`config.mk`:
```
export PLATFORM = sky130hd
export DESIGN_NAME = wb_imc_bridge
export DESIGN_NICKNAME = d
export VERILOG_FILES = /design/src/rtl/wb_imc_bridge.sv
export SDC_FILE = /design/constraint.sdc
export NUM_CORES = 1
export LEC_CHECK = 0
export CORE_MARGIN = 1.5
export CORE_UTILIZATION = 36
export CTS_CLUSTER_DIAMETER = 50
export CTS_CLUSTER_SIZE = 30
export DETAILED_ROUTE_END_ITERATION = 6
export GPL_TIMING_DRIVEN = 0
export HOLD_SLACK_MARGIN = 0.06
export PLACE_DENSITY_LB_ADDON = 0.25
export SLEW_MARGIN = 10
export SYNTH_ARGS = -nofsm -noshare
export SYNTH_HDL_FRONTEND = slang
export SYNTH_SLANG_ARGS = --single-unit
```
`constraint.sdc`:
```
create_clock -name wb_clk_i -period 2.78 [get_ports wb_clk_i]
set_input_delay 0.556 -clock wb_clk_i [delete_from_list [all_inputs] [get_ports wb_clk_i]]
set_output_delay 0.556 -clock wb_clk_i [all_outputs]
set_load 0.01 [all_outputs]
```
`src/rtl/wb_imc_bridge.sv`:
```
// Wishbone slave bridge to the IMC accelerator buffers and MAC controller.
// A single transaction is in flight at a time; all side effects fire on the ACK cycle.
module wb_imc_bridge #(
  parameter logic [31:0] BASE_ADDR = 32'h3000_0000,
  parameter logic [7:0]  TIMEOUT   = 8'd255
) (
  input  logic        wb_clk_i,
  input  logic        wb_rst_i,
  input  logic        wbs_cyc_i,
  input  logic        wbs_stb_i,
  input  logic        wbs_we_i,
  input  logic [3:0]  wbs_sel_i,
  input  logic [31:0] wbs_adr_i,
  input  logic [31:0] wbs_dat_i,
  output logic        wbs_ack_o,
  output logic [31:0] wbs_dat_o,
  output logic        ib_wr_en,
  output logic [31:0] ib_wr_data,
  input  logic        ib_full,
  output logic        wt_wr_en,
  output logic [31:0] wt_wr_data,
  input  logic        wt_full,
  output logic        ob_rd_en,
  input  logic [31:0] ob_rd_data,
  input  logic        ob_empty,
  output logic        mac_start,
  output logic [2:0]  mac_opcode,
  input  logic [1:0]  ctrl_ext_state,
  input  logic [2:0]  ctrl_int_state,
  input  logic [7:0]  buf_flags
);

  localparam int unsigned DW = 32;
  localparam int unsigned EW = 5;
  localparam int unsigned CW = 8;

  localparam logic [7:0] OFF_IB   = 8'h00;
  localparam logic [7:0] OFF_WT   = 8'h04;
  localparam logic [7:0] OFF_OB   = 8'h08;
  localparam logic [7:0] OFF_STAT = 8'h0C;
  localparam logic [7:0] OFF_CTRL = 8'h10;
  localparam logic [7:0] OFF_ERR  = 8'h14;

  typedef enum logic [1:0] {IDLE, WAIT_W, WAIT_R, ACK} state_t;

  state_t        state_q, state_d;
  logic [CW-1:0] cnt_q, cnt_d;
  logic [7:0]    off_q;
  logic          we_q;
  logic [3:0]    sel_q;
  logic [DW-1:0] dat_q;
  logic [EW-1:0] err_q;

  logic          req_hit;
  logic [7:0]    off;
  logic          we;
  logic [3:0]    sel;
  logic [4:0]    dat_lo;
  logic          is_ib, is_wt, is_ob, is_ctrl, is_errw, full_sel, blocked;
  logic          enter_ack, timed_out;
  logic          push_ib, push_wt, pop_ob, ctrl_ld, start;
  logic [EW-1:0] err_set, err_clr;
  logic [DW-1:0] rd_data, status;

  assign req_hit = wbs_cyc_i & wbs_stb_i & (wbs_adr_i[31:8] == BASE_ADDR[31:8]);

  // Decode the live bus while idle, the captured request while stalled.
  always_comb begin
    off    = off_q;
    we     = we_q;
    sel    = sel_q;
    dat_lo = dat_q[4:0];
    if (state_q == IDLE) begin
      off    = wbs_adr_i[7:0];
      we     = wbs_we_i;
      sel    = wbs_sel_i;
      dat_lo = wbs_dat_i[4:0];
    end
  end

  assign is_ib    = we & (off == OFF_IB);
  assign is_wt    = we & (off == OFF_WT);
  assign is_ob    = ~we & (off == OFF_OB);
  assign is_ctrl  = we & (off == OFF_CTRL);
  assign is_errw  = we & (off == OFF_ERR);
  assign full_sel = (sel == 4'hF);
  assign blocked  = (state_q == WAIT_W) ? (is_ib ? ib_full : wt_full) : ob_empty;
  assign status   = {14'b0, ctrl_int_state, ctrl_ext_state, mac_opcode, buf_flags, 2'b00};

  always_comb begin
    state_d   = state_q;
    cnt_d     = cnt_q;
    enter_ack = 1'b0;
    timed_out = 1'b0;
    case (state_q)
      IDLE: begin
        if (req_hit) begin
          if ((is_ib && ib_full) || (is_wt && wt_full)) begin
            state_d = WAIT_W;
            cnt_d   = '0;
          end else if (is_ob && ob_empty) begin
            state_d = WAIT_R;
            cnt_d   = '0;
          end else begin
            state_d   = ACK;
            enter_ack = 1'b1;
          end
        end
      end
      WAIT_W, WAIT_R: begin
        if (!wbs_cyc_i) begin
          state_d = IDLE;
        end else if (!blocked) begin
          state_d   = ACK;
          enter_ack = 1'b1;
        end else if (cnt_q == TIMEOUT) begin
          state_d   = ACK;
          enter_ack = 1'b1;
          timed_out = 1'b1;
        end else begin
          cnt_d = cnt_q + 8'd1;
        end
      end
      ACK:     state_d = IDLE;
      default: state_d = IDLE;
    endcase
  end

  // Side effects and read data for the cycle about to enter ACK.
  always_comb begin
    push_ib = enter_ack & ~timed_out & is_ib & full_sel;
    push_wt = enter_ack & ~timed_out & is_wt & full_sel;
    pop_ob  = enter_ack & ~timed_out & is_ob;
    ctrl_ld = enter_ack & is_ctrl & sel[0];
    start   = ctrl_ld & dat_lo[0] & (ctrl_ext_state == 2'd0);
    err_set = '0;
    if (enter_ack) begin
      if (timed_out) err_set[2:0] = {is_ob, is_wt, is_ib};
      if ((is_ib | is_wt) & ~full_sel) err_set[3] = 1'b1;
      if (ctrl_ld & dat_lo[0] & (ctrl_ext_state != 2'd0)) err_set[4] = 1'b1;
    end
    err_clr = (enter_ack & is_errw) ? dat_lo : '0;
    rd_data = '0;
    if (!we) begin
      case (off)
        OFF_OB:   rd_data = timed_out ? '0 : ob_rd_data;
        OFF_STAT: rd_data = status;
        OFF_ERR:  rd_data = DW'(err_q);
        default:  rd_data = '0;
      endcase
    end
  end

  always_ff @(posedge wb_clk_i) begin
    if (wb_rst_i) begin
      state_q <= IDLE;
      cnt_q   <= '0;
    end else begin
      state_q <= state_d;
      cnt_q   <= cnt_d;
    end
  end

  // Request capture at acceptance.
  always_ff @(posedge wb_clk_i) begin
    if (wb_rst_i) begin
      off_q <= '0;
      we_q  <= 1'b0;
      sel_q <= '0;
      dat_q <= '0;
    end else if (state_q == IDLE && req_hit) begin
      off_q <= wbs_adr_i[7:0];
      we_q  <= wbs_we_i;
      sel_q <= wbs_sel_i;
      dat_q <= wbs_dat_i;
    end
  end

  always_ff @(posedge wb_clk_i) begin
    if (wb_rst_i) begin
      wbs_ack_o  <= 1'b0;
      wbs_dat_o  <= '0;
      ib_wr_en   <= 1'b0;
      wt_wr_en   <= 1'b0;
      ob_rd_en   <= 1'b0;
      mac_start  <= 1'b0;
      mac_opcode <= '0;
      err_q      <= '0;
    end else begin
      wbs_ack_o <= enter_ack;
      wbs_dat_o <= enter_ack ? rd_data : '0;
      ib_wr_en  <= push_ib;
      wt_wr_en  <= push_wt;
      ob_rd_en  <= pop_ob;
      mac_start <= start;
      if (ctrl_ld) mac_opcode <= dat_lo[3:1];
      // set wins over a same-cycle clear
      err_q <= (err_q & ~err_clr) | err_set;
    end
  end

  assign ib_wr_data = dat_q;
  assign wt_wr_data = dat_q;

endmodule

```
# Word level (Yosys, flattened, before mapping)
# Index checks and enable logic that the tools add are counted.
# classes
addsub,1
n_eq_ne,17
mux,37
n_bitwise,28
reduce_logical,14
# op_table
operator,n
one-hot mux 32 bit (3 select lines),1
two-way mux 8 bit,7
two-way mux 32 bit,1
equality test 24 x 22 -> 1 bit (second input constant),1
bitwise AND 1 bit,20
equality test 8 x 4 -> 1 bit (second input constant),2
equality test 8 x 5 -> 1 bit (second input constant),2
one-hot mux 8 bit (2 select lines),1
two-way mux 1 bit,15
two-way mux 5 bit,3
two-way mux 2 bit,5
adder 8 x 1 -> 8 bit (second input constant),1
equality test 8 x 3 -> 1 bit (second input constant),1
equality test 8 bit (second input constant),1
logical NOT 8 bit,1
!= test 2 bit (second input constant),4
one-hot mux 2 bit (3 select lines),1
AND reduction 6 bit,1
bitwise AND 5 bit,1
NOT 5 bit,1
bitwise OR 5 bit,1
equality test 2 bit (second input constant),2
equality test 4 bit (second input constant),1
logical AND 1 bit,4
14 further kinds,19
# totals
register_bits,100
input_bits,121
output_inout_bits,104
elab_cells,111

# Logic depth before layout (Yosys ltp)
# logic_depth
word_depth,16
mapped_depth,13
mapped_depth_nobuf,8

# Worst setup path before layout
# OpenSTA, ideal clock, no wires.
# synth_timing
path_type,in2reg
from,input wbs_adr_i[21]
to,register wbs_dat_o[10]
setup_ns,0.065
t_arrival_ns,2.803
required_time_ns,2.715
setup_slack_ns,-0.088
cell_stages,7
n_path_buf,2
cell_sequence,or4_1 > or4_1 > or4_1 > buf_2 > a2111o_1 > buf_6 > nor2_1
# synth_via
elab_chain_cells,6
# synth_lines
element,line,source
start: declaration,13,"input logic [31:0] wbs_adr_i,"
equality test 24 x 22 -> 1 bit,65,assign req_hit = wbs_cyc_i & wbs_stb_i & (wbs_adr_i[31:8] == BASE_ADDR[31:8]);
bitwise AND 1 bit,65,
two-way mux 1 bit,97,if (req_hit) begin
one-hot mux 1 bit (2 select lines),95,case (state_q)
NOT 1 bit (no source line),--,
OR reduction 3 bit (no source line),--,
end signal: assignment,191,wbs_dat_o <= enter_ack ? rd_data : '0;
end: declaration,16,"output logic [31:0] wbs_dat_o,"
# No other way between the ends.
# A chain may end at the register's enable or synchronous reset.

# Worst setup path in the final report
# layout_timing
from,register state_q[1]
to,register cnt_q[5]
# layout_via
elab_chain_cells,9
# layout_lines
element,line,source
start: declaration,46,"state_t state_q, state_d;"
start signal: assignment,159,state_q <= state_d;
logical NOT 2 bit,"73, 95",
two-way mux 8 bit,73,if (state_q == IDLE) begin
equality test 8 x 3 -> 1 bit or logical NOT 8 bit (tied branches),"82, 81",
bitwise AND 1 bit (on tied branches),"82, 81",
logical AND 1 bit,98,if ((is_ib && ib_full) || (is_wt && wt_full)) begin
logical OR 1 bit,98,
two-way mux 8 bit,98,
two-way mux 8 bit,97,
one-hot mux 8 bit (2 select lines),95,
end signal: assignment,160,cnt_q <= cnt_d;
end: declaration,47,"logic [CW-1:0] cnt_q, cnt_d;"
# Several ways; a longest one is shown, not always the timed one. The select of a mux whose other input is x is not followed.

==> impl_metrics.toml <==
[sta]
fmax_mhz = 368
finalHoldViolCount = 0
fin_crit_ns = 2.71
clock-skew-final_ns = 0.0107
tightest_slew_ns = 0.699
grt_setup_unrepaired = "yes"
setup_violations = 0
slew_viol_final = 0
post-route-period-util_pct = 97.6
relSlewSlack_pct = 53.2

[pwr]
p_per_area_nw_per_um2 = 536
p_int_uw = 2840
sequentialPowerShare_pct = 34.9
p_sw_uw = 1350
irDropWorstVdd_mv = 0.477
clkPwrFrac_pct = 29.3
combPwrFrac_pct = 35.9
p_leak_uw = 0.00281
p_sw_share_pct = 32.3

[die]
die_h_um = 114
core_um2 = 12000
dieArea_um2 = 13000
rows = 40
ioPinCount = 225
die_w_um = 114
start_util_pct = 36.9

[placement]
hpwl_mm = 11.1
place_congestion = 0.936
dp_cells = 897
place.port_buffers = 223

[detailed_routing]
ant_nets = 0
drc_errors = 0
drt_iter0_drc = 251
via_count = 4913
wl_met3_mm = 1.12
wirelength_mm = 15.3
met2RoutedLength_mm = 8.03
wl_per_cell_um = 16.2
first_pass_iters = 6
dr.max_layer_used = "met4"
vias_per_cell = 5.20
wl_met1_mm = 5.93

[cts]
clockBufferDepth = 2
numCtsBuffers = 9
htree_levels = 3
cts_tree = "done"
clk_latency_ns = 0.34
clockRootBuffer = "clkbuf_16"
clock_sinks = 100
path_clk_slew_ns = 0.07

[worst_hold_path]
hold_depth = 2
hold_path_class = "reg2reg"
min_delay_worst_endpoint = "sel_q[1]$_SDFFE_PP0P_"
min_from = "sel_q[1]$_SDFFE_PP0P_"

[layout]
antenna_cells = 0
fin_nets = 917
final_cell_mix = "clkdlybuf4s50_1, nand2_1, dfxtp_1"
final_common_cell = "clkdlybuf4s50_1"
final_util_pct = 65.1
syn2layout_area_growth_pct = 76.4
fin_cells = 944
post_route_cells_drive_above_1_share_pct = 19.8

[global_routing]
grt_pass1_vias = 4761
grt_use_total_pct = 22.2
grt_pass1_wl_mm = 22.9
grt_max_degree = 19
antenna_found_initial = 0
grt_overflow = 0

[setup_path]
critPathKind = "reg2reg"
path_cells = "inv_2 -> ha_4 -> buf_8 -> buf_6 -> nor4_4 -> o21ai_1 -> a211oi_2 -> o311ai_2 -> buf_4 -> or4_1 -> a21oi_1"
slowest_stage = "or4_1"
reg2reg_to = "cnt_q[5]$_SDFFE_PP0P_"
reg2reg_from = "state_q[1]$_SDFFE_PP0P_"
critPathCaptureType = "register"
slowest_delay_ns = 0.46
reg2reg_depth = 11
cp.required_ns = 3.06
crit_arrival_ns = 3.00
r2r_slack_ns = 0.07
start_kind = "register"
path_depth = 11
worst-path-buf-inv = 4
crit_fanout = 8
critical_path.top_delay_family = "compound AO/OA/AOI/OAI gates"

[logic_synthesis]
synth.cell_area_um2 = 4440
ys_seq_area_share_pct = 45.1
synth_nets = 652
synthFlopType = "dfxtp_1"
yosysUniqueCellTypes = 56
synth_edf_count = 0
synth.avg_cell_area_um2 = 8.42
async_flop_share_pct = 0
synthCells = 527
synth_warnings = 0
ys_seq_elements = 100

[outcome]
status = "finished clean"

[flow_run]
maxCapViolCount = 0
final cells by class:
cell class / count / area (um^2)
Fill cell: 978 / 4190
Timing Repair Buffer: 255 / 2500
Multi-Input combinational cell: 356 / 2380
Sequential cell: 100 / 2000
Buffer: 60 / 424
Clock buffer: 10 / 239
Tap cell: 147 / 184
Clock inverter: 6 / 52.6
Inverter: 10 / 40.0
power by group through the flow:
stage               registers [uW]  logic [uW]  clock network, uW
finish                        1460        1500               1230
global route                  1460        1590               1300
CTS                           1460        1280               1250
detailed placement            1490         950                  0
global placement              1490         933                  0
floorplan                     1490         588                  0
stage by stage:
step           setup TNS [ns]  power, uW  cell area [um^2]  worst slack, ns  hold slack [ns]
4_1_cts                -0.504       3990              7550          -0.0713            0.455
5_1_grt                -0.480       4360              7820          -0.0615            0.480
3_3_place_gp           -57.80       2430              6870           -0.799            0.440
3_5_place_dp           -62.56       2440              6870           -0.885            0.445
6_report                    0       4190              7820           0.0655            0.456
2_1_floorplan          -0.230       2080              4460          -0.0230            0.432
registers in the layout, indices dropped and copies added (netlist names):
name        cells
cnt_q           8
err_q           5
ib_wr_data     32
ib_wr_en        1
mac_opcode      3
mac_start       1
ob_rd_en        1
off_q           8
sel_q           4
state_q         2
wbs_ack_o       1
wbs_dat_o      32
we_q            1
wt_wr_en        1
tightest hold or removal path, cell delays in order (launching register included):
cell and delay (ns):
dfxtp_1 0.31, nand2_1 0.05, a21oi_1 0.05
synthesized netlist by cell type (2+ instances only):
cell | number | area share [%]
nand2_1 | 104 | 8.8
dfxtp_1 | 100 | 45
a21oi_1 | 56 | 6.3
buf_4 | 33 | 5.6
nor2_1 | 31 | 2.6
clkbuf_1 | 21 | 1.8
a22oi_1 | 15 | 2.5
and2_1 | 15 | 2.1
nor3_1 | 12 | 1.4
nor4_1 | 11 | 1.6
o21ai_0 | 11 | 1.2
inv_1 | 8 | 0.68
mux2i_1 | 8 | 1.8
a211oi_1 | 6 | 1.0
nand4_1 | 6 | 0.85
nand4b_1 | 6 | 1.2
o31ai_1 | 6 | 1.0
or4_1 | 6 | 1.0
buf_2 | 5 | 0.56
nand3_1 | 5 | 0.56
nor3b_1 | 5 | 0.85
ha_1 | 4 | 1.1
nor2b_1 | 4 | 0.56
nor4b_1 | 4 | 0.79
a221oi_1 | 3 | 0.59
a222oi_1 | 3 | 0.68
o2111ai_1 | 3 | 0.59
a211o_1 | 2 | 0.39
a211oi_2 | 2 | 0.56
a31oi_1 | 2 | 0.28
nand3b_1 | 2 | 0.34
o22ai_1 | 2 | 0.28
o31a_1 | 2 | 0.39
or2_2 | 2 | 0.28
worst max-delay path by stage:
stage	from	endpoint	slack [ns]
floorplan	wbs_adr_i[21]	wbs_dat_o[10]$_SDFF_PP0_	-0.02
global placement	wbs_adr_i[3]	wbs_dat_o[16]$_SDFF_PP0_	-0.80
detailed placement	wbs_adr_i[3]	wbs_dat_o[16]$_SDFF_PP0_	-0.88
CTS	wbs_adr_i[22]	wbs_dat_o[16]$_SDFF_PP0_	-0.07
global route	state_q[1]$_SDFFE_PP0P_	cnt_q[5]$_SDFFE_PP0P_	-0.06
finish	state_q[1]$_SDFFE_PP0P_	cnt_q[5]$_SDFFE_PP0P_	0.07
kinds of logic (layout without fill, tap and decap cells):
logic type | Yosys count | after routing | share of synthesized area [%]
buffers and inverters | 71 | 341 | 9.11
and+or+nand+nor | 219 | 219 | 24.2
adders and majority gates | 4 | 4 | 1.13
AOI/OAI and AO/OA | 124 | 124 | 18.4
muxes | 9 | 9 | 2.06
DFF | 100 | 100 | 45.1
metal layers:
layer | up-vias | track usage (%)
met4 | 0 | 6.75
met5 | - | 0
met2 | 202 | 41.5
li1 | 2378 | -
met3 | 20 | 5.47
met1 | 2313 | 24.6
timing repair:
action,CTS,global route
gates resized for setup,99,46
gates cloned,1,2
buffers inserted,16,13
pin swaps,29,25
hold buffers,0,0
endpoints found under the setup margin,95,38
Power figures use the tool's default switching activity.
